==> src/rtl/pc_branch_unit.sv <==
// Program counter and branch resolution; optional return-address stack under `define PC_RAS_EN.
// Latency: step accepted at edge k, pc/link/stack written at edge k+2, done pulses k+2..k+3.
// Backpressure: ready=0 from edge k until edge k+3; step while not ready is dropped, never queued.
module pc_branch_unit #(
   parameter int ADDR_W    = 9,
   parameter int IMM_W     = 8,
   parameter int RAS_DEPTH = 4
) (
   input  logic              clk,
   input  logic              reset,
   input  logic              step,
   input  logic              br_valid,
   input  logic [1:0]        br_kind,
   input  logic [2:0]        cond,
   input  logic              N,
   input  logic              V,
   input  logic              Z,
   input  logic [IMM_W-1:0]  imm,
   input  logic [ADDR_W-1:0] reg_target,
   input  logic              clr_flags,
   output logic [ADDR_W-1:0] pc,
   output logic [ADDR_W-1:0] link,
   output logic              ready,
   output logic              done,
   output logic              taken,
   output logic              ras_ovf,
   output logic              ras_unf
);

   localparam int PTR_W = $clog2(RAS_DEPTH);
   localparam logic [ADDR_W-1:0] ONE = {{(ADDR_W-1){1'b0}}, 1'b1};

   typedef enum logic [1:0] {S_IDLE, S_RESOLVE, S_COMMIT, S_DONE} state_t;

   state_t            state_q;
   logic              ready_q, done_q, taken_q;
   logic [ADDR_W-1:0] pc_q, link_q;

   // operands captured when step is accepted
   logic              brv_q, n_q, v_q, z_q;
   logic [1:0]        kind_q;
   logic [2:0]        cond_q;
   logic [IMM_W-1:0]  imm_q;
   logic [ADDR_W-1:0] rtgt_q;

   // resolution results held for the commit cycle
   logic [ADDR_W-1:0] tgt_q;
   logic              tkn_q, push_q, pop_q;

   logic [ADDR_W-1:0] seq, rel, tgt_d;
   logic              cond_ok, tkn_d, push_d, pop_d;
   logic              ras_has;
   logic [ADDR_W-1:0] ras_top;
   logic              commit;

   assign commit = (state_q == S_COMMIT);
   assign seq    = pc_q + ONE;
   assign rel    = seq + {{(ADDR_W-IMM_W){imm_q[IMM_W-1]}}, imm_q};

   // condition code evaluation against the captured flags
   always_comb begin
      cond_ok = 1'b0;
      case (cond_q)
         3'b000:  cond_ok = 1'b1;
         3'b001:  cond_ok = z_q;
         3'b010:  cond_ok = ~z_q;
         3'b011:  cond_ok = n_q ^ v_q;
         3'b100:  cond_ok = z_q | (n_q ^ v_q);
         default: cond_ok = 1'b0;
      endcase
   end

   // next-pc selection; stack is stable here since it only changes at commit
   always_comb begin
      tgt_d  = seq;
      tkn_d  = 1'b0;
      push_d = 1'b0;
      pop_d  = 1'b0;
      if (brv_q) begin
         case (kind_q)
            2'b00: begin
               if (cond_ok) begin
                  tgt_d = rel;
                  tkn_d = 1'b1;
               end
            end
            2'b01: begin
               tgt_d  = rel;
               tkn_d  = 1'b1;
               push_d = 1'b1;
            end
            2'b10: begin
               tgt_d = ras_has ? ras_top : rtgt_q;
               tkn_d = 1'b1;
               pop_d = 1'b1;
            end
            default: begin
               tgt_d  = rtgt_q;
               tkn_d  = 1'b1;
               push_d = 1'b1;
            end
         endcase
      end
   end

   // sequencer: capture, resolve, commit, done pulse
   always_ff @(posedge clk or negedge reset) begin
      if (!reset) begin
         state_q <= S_IDLE;
         ready_q <= 1'b1;
         done_q  <= 1'b0;
         taken_q <= 1'b0;
         pc_q    <= '0;
         link_q  <= '0;
         brv_q   <= 1'b0;
         kind_q  <= '0;
         cond_q  <= '0;
         n_q     <= 1'b0;
         v_q     <= 1'b0;
         z_q     <= 1'b0;
         imm_q   <= '0;
         rtgt_q  <= '0;
         tgt_q   <= '0;
         tkn_q   <= 1'b0;
         push_q  <= 1'b0;
         pop_q   <= 1'b0;
      end else begin
         case (state_q)
            S_IDLE: begin
               if (step) begin
                  brv_q   <= br_valid;
                  kind_q  <= br_kind;
                  cond_q  <= cond;
                  n_q     <= N;
                  v_q     <= V;
                  z_q     <= Z;
                  imm_q   <= imm;
                  rtgt_q  <= reg_target;
                  ready_q <= 1'b0;
                  state_q <= S_RESOLVE;
               end
            end
            S_RESOLVE: begin
               tgt_q   <= tgt_d;
               tkn_q   <= tkn_d;
               push_q  <= push_d;
               pop_q   <= pop_d;
               state_q <= S_COMMIT;
            end
            S_COMMIT: begin
               pc_q <= tgt_q;
               if (push_q) link_q <= seq;
               done_q  <= 1'b1;
               taken_q <= tkn_q;
               state_q <= S_DONE;
            end
            S_DONE: begin
               done_q  <= 1'b0;
               taken_q <= 1'b0;
               ready_q <= 1'b1;
               state_q <= S_IDLE;
            end
            default: state_q <= S_IDLE;
         endcase
      end
   end

   assign pc    = pc_q;
   assign link  = link_q;
   assign ready = ready_q;
   assign done  = done_q;
   assign taken = taken_q;

`ifdef PC_RAS_EN
   localparam logic [PTR_W:0] FULL = (PTR_W+1)'(RAS_DEPTH);

   logic [ADDR_W-1:0] ras_mem_q [RAS_DEPTH];
   logic [PTR_W-1:0]  top_q;
   logic [PTR_W:0]    cnt_q;
   logic              ovf_q, unf_q, ovf_ev, unf_ev;

   assign ras_has = (cnt_q != '0);
   assign ras_top = ras_mem_q[top_q - 1'b1];
   assign ovf_ev  = commit & push_q & (cnt_q == FULL);
   assign unf_ev  = commit & pop_q & ~ras_has;

   // storage; writing at top when full lands on the oldest entry
   always_ff @(posedge clk) begin
      if (commit && push_q) ras_mem_q[top_q] <= seq;
   end

   // stack pointer, occupancy and sticky flags (a set event beats clr_flags)
   always_ff @(posedge clk or negedge reset) begin
      if (!reset) begin
         top_q <= '0;
         cnt_q <= '0;
         ovf_q <= 1'b0;
         unf_q <= 1'b0;
      end else begin
         if (commit && push_q) begin
            top_q <= top_q + 1'b1;
            if (cnt_q != FULL) cnt_q <= cnt_q + 1'b1;
         end else if (commit && pop_q && ras_has) begin
            top_q <= top_q - 1'b1;
            cnt_q <= cnt_q - 1'b1;
         end
         if (ovf_ev)         ovf_q <= 1'b1;
         else if (clr_flags) ovf_q <= 1'b0;
         if (unf_ev)         unf_q <= 1'b1;
         else if (clr_flags) unf_q <= 1'b0;
      end
   end

   assign ras_ovf = ovf_q;
   assign ras_unf = unf_q;
`else
   logic unused_cfg;

   assign ras_has    = 1'b0;
   assign ras_top    = '0;
   assign ras_ovf    = 1'b0;
   assign ras_unf    = 1'b0;
   assign unused_cfg = clr_flags ^ pop_q ^ commit;
`endif

endmodule

==> config.mk <==
export PLATFORM = sky130hd
export DESIGN_NAME = pc_branch_unit
export DESIGN_NICKNAME = d
export VERILOG_FILES = /design/src/rtl/pc_branch_unit.sv
export SDC_FILE = /design/constraint.sdc
export NUM_CORES = 1
export LEC_CHECK = 0
export CAP_MARGIN = 20
export CORE_MARGIN = 4
export CORE_UTILIZATION = 30
export DETAILED_ROUTE_END_ITERATION = 10
export PLACE_DENSITY_LB_ADDON = 0.25
export SLEW_MARGIN = 20
export SYNTH_ARGS = -nofsm -noshare
export SYNTH_HDL_FRONTEND = slang
export SYNTH_SLANG_ARGS = --single-unit
==> constraint.sdc <==
create_clock -name clk -period 2.5 [get_ports clk]
set_clock_uncertainty 0.15 [all_clocks]
set_input_delay 0.75 -clock clk [delete_from_list [all_inputs] [get_ports clk]]
set_output_delay 0.75 -clock clk [all_outputs]
set_load 0.01 [all_outputs]
==> impl_metrics.tcl <==
set metrics [dict create \
    synth-edff-count 0 \
    synthXorXnorAreaFrac_pct 4.66 \
    clock_latency_ps 330 \
    synthMuxAreaShare_pct 14.2 \
    hp-class "in -> async" \
    syn_inst 277 \
    seqPwrFrac_pct 28.4 \
    intPower_mw 4.17 \
    htree_levels 3 \
    vias_per_cell 4.46 \
    yosys.area.top_type "dfrtp_1" \
    syn_avg_cell_area_um2 10.8 \
    drt-total-wl_um 6530 \
    critPathMaxStageDelay_ps 430 \
    p_per_area_nw_per_um2 1520 \
    async_flop_share_pct 100 \
    start_kind "flop" \
    grt_pass1_wl_um 11100 \
    synth_seq_cells 60 \
    cts_root_buffer "clkbuf_8" \
    path_buf_inv 1 \
    power.net_switching_mw 2.43 \
    combPwrFrac_pct 57.4 \
    clkSinkCount 60 \
    grt_usage_pct 12.2 \
    p_leak_nw 1.86 \
    setup_viol_count_final 1 \
    die_w_um 108 \
    coreArea_um2 9770 \
    ys_warn_count 0 \
    violations "negative setup slack" \
    pwr-share-clk_pct 14.3 \
    die_h_um 108 \
    gp_congestion 0.779 \
    fp-row-count 36 \
    grt_setup_unrepaired "yes" \
    dieArea_um2 11700 \
    min_period_over_period_pct 102 \
    drt-initial-drc-count 65 \
    power_mw 6.60 \
    fin_nets 408 \
    numCtsBuffers 9 \
    grt_pass1_vias 2309 \
    critPathSlowestCell "dfrtp_2" \
    clk_pin_slew_ps 70 \
    cts_buffer_depth 2 \
    synth_fa_ha_area_share_pct 6.08 \
    area_growth_pct 44.1 \
    num_antenna_cells 0 \
    crit_path_frequent_cell "ha_4" \
    synth_top_family_by_area "multiplexers" \
    arrival_ps 2640 \
    tns_ps -51.7 \
    drt-pass1-iter-count 6 \
    peakVddDrop_v 0.000455 \
    ys.flop_type "dfrtp_1" \
    fmaxAchievable_ghz 0.392 \
    drc 0 \
    reg2reg_depth 10 \
    portBuffers 49 \
    synth_area_um2 3000 \
    start_util_pct 30.7 \
    cp_num_cells 10 \
    status "complete, but fails checks" \
    crit_path_max_fanout 3 \
    synth_top_area_share_pct 49.1 \
    antenna_found_initial 0 \
    maxSlewViolCount 0 \
    post-dp-hpwl_um 4800 \
    avgRoutedWirePerCell_um 13.0 \
    grt_max_degree 61 \
    synth_compound_area_share_pct 11.8 \
    hold_violations 0 \
    swShare_pct 36.8 \
    vias 2241 \
    overflow 0 \
    synthTopCellsByArea "dfrtp_1 (49%), mux2_2 (13%), ha_1 (5.4%)" \
    yosys.area_share.simple_pct 9.08 \
    ys_seq_area_share_pct 50.0 \
    fillCellCount 951 \
    io_pins 53 \
    fin_ws_ps -51.7 \
    postRouteAntennaNets 0 \
    synth_cell_types 42 \
    crit_path_cell_trace "ha_4, buf_4, xor2_4, ha_4, a211oi_2, o21ai_1, a31oi_1, xnor2_1, a21oi_1, a311oi_1" \
    drive_gt1_share_pct 34.1 \
    cts_tree "done" \
    end_kind "flop" \
    cp.required_ps 2590 \
    crit_family "compound AO/OA/AOI/OAI gates" \
    maxCapViolCount 0 \
    crit_type "reg -> reg" \
    min_period_ps 2550 \
    fin_util_pct 44.3 \
    holdWs_ps 263 \
]
[path summary, 6_finish.rpt]
path	from	end	slack [ps]
worst max-delay path	pc[0]$_DFFE_PN0P_	tgt_q[8]$_DFFE_PN0N_	-50
worst min-delay path	reset	state_q[0]$_DFFE_PN0P_	260
worst max register to register	pc[0]$_DFFE_PN0P_	tgt_q[8]$_DFFE_PN0N_	-50
worst min register to register	link[7]$_DFFE_PN0P_	link[7]$_DFFE_PN0P_	330
max in group asynchronous	reset	ready$_DFFE_PN1P_	1640
min in group clk	link[7]$_DFFE_PN0P_	link[7]$_DFFE_PN0P_	330
[cells in the final DEF (no fill, tap or decap), drive strengths merged, types with 2 or more instances in the layout]
cell,count
o21ai,27
and3,2
nor2,18
conb,2
nor3,3
xor2,5
ha,13
a211oi,2
o21bai,2
nand2,23
nor2b,2
clkbuf,13
nand3,6
nand2b,2
buf,38
mux2,35
dfrtp,59
clkdlybuf4s50,48
a21o,2
inv,17
mux2i,3
a21oi,19
xnor2,11
[cell usage after synthesis (all sizes together) (2+ instances only)]
cell     n
o21ai   27
mux2    35
dfrtp   59
ha      13
buf      3
a21o     2
inv     17
clkbuf   8
nor2b    2
nor2    18
mux2i    3
nor3     3
nand3    6
nand2   23
xor2     5
and3     2
o21bai   2
a21oi   19
xnor2   11
nand2b   2
a211oi   2
[metal layers]
layer  GRT usage [%]  wire length [um]  up-vias
met2            17.6              2840       61
met4            4.60               105        0
met1            17.1              3120     1047
met3            3.58               464        9
met5               0                 0        -
li1                -                 -     1124
[cell type report]
class,instances,area (um^2),share of cell area [%]
Clock buffer,13,179,4.13
Multi-Input combinational cell,190,1580,36.4
Sequential cell,60,1500,34.7
Clock inverter,3,42.5,0.983
Timing Repair Buffer,86,796,18.4
Tap cell,133,166,3.84
Inverter,17,63.8,1.47
[flip-flops by register name (all words and copies together), names as in the netlist]
signal and flops:
ready 1, push_q 1, pc 9, link 9, taken 1, cond_q 3, z_q 1, brv_q 1
tgt_q 9, n_q 1, v_q 1, kind_q 2, tkn_q 1, imm_q 8, rtgt_q 9, done 1
state_q 2
[power by group through the flow]
stage	logic (mW)	clock network [mW]	registers [mW]
2_1_floorplan	1.97	0	1.84
3_3_place_gp	3.27	0	1.83
3_5_place_dp	3.32	0	1.85
4_1_cts	3.46	0.974	1.84
5_1_grt	4.20	1.01	1.95
6_report	3.79	0.940	1.87
[kinds of logic after synthesis]
logic type,after synthesis
compound gates,61
flops,60
simple gates,59
mux,38
buf+inv,28
xor+xnor,16
fa+ha+maj,14
other cells,1
[through the flow]
stage          cell area (um^2)  worst slack [ps]  instances
2_1_floorplan              3020              28.2        278
3_3_place_gp               3870              -179        480
3_5_place_dp               3870              -199        480
4_1_cts                    4170             -28.5        499
5_1_grt                    4330              -150        502
6_report                   4330             -51.7        502
[worst reg2reg max path: cells and delay by family, from the launching register on]
kind / cells / cell delay, ps
AOI/OAI and AO/OA: 5 / 940
xor gates and xnor gates: 2 / 370
adders and majority gates: 2 / 410
buffers and inverters: 1 / 140
DFF: 1 / 430
[repair_timing]
| item | in CTS | in global routing |
|---|---|---|
| buffers inserted | 3 | 3 |
| setup endpoints to repair | 5 | 5 |
| hold buffers | 0 | 0 |
| pin swaps | 8 | 14 |
| resized for setup | 12 | 27 |
| hold endpoints to repair | 0 | 0 |
Note: power is estimated with default switching activity, not from simulation.
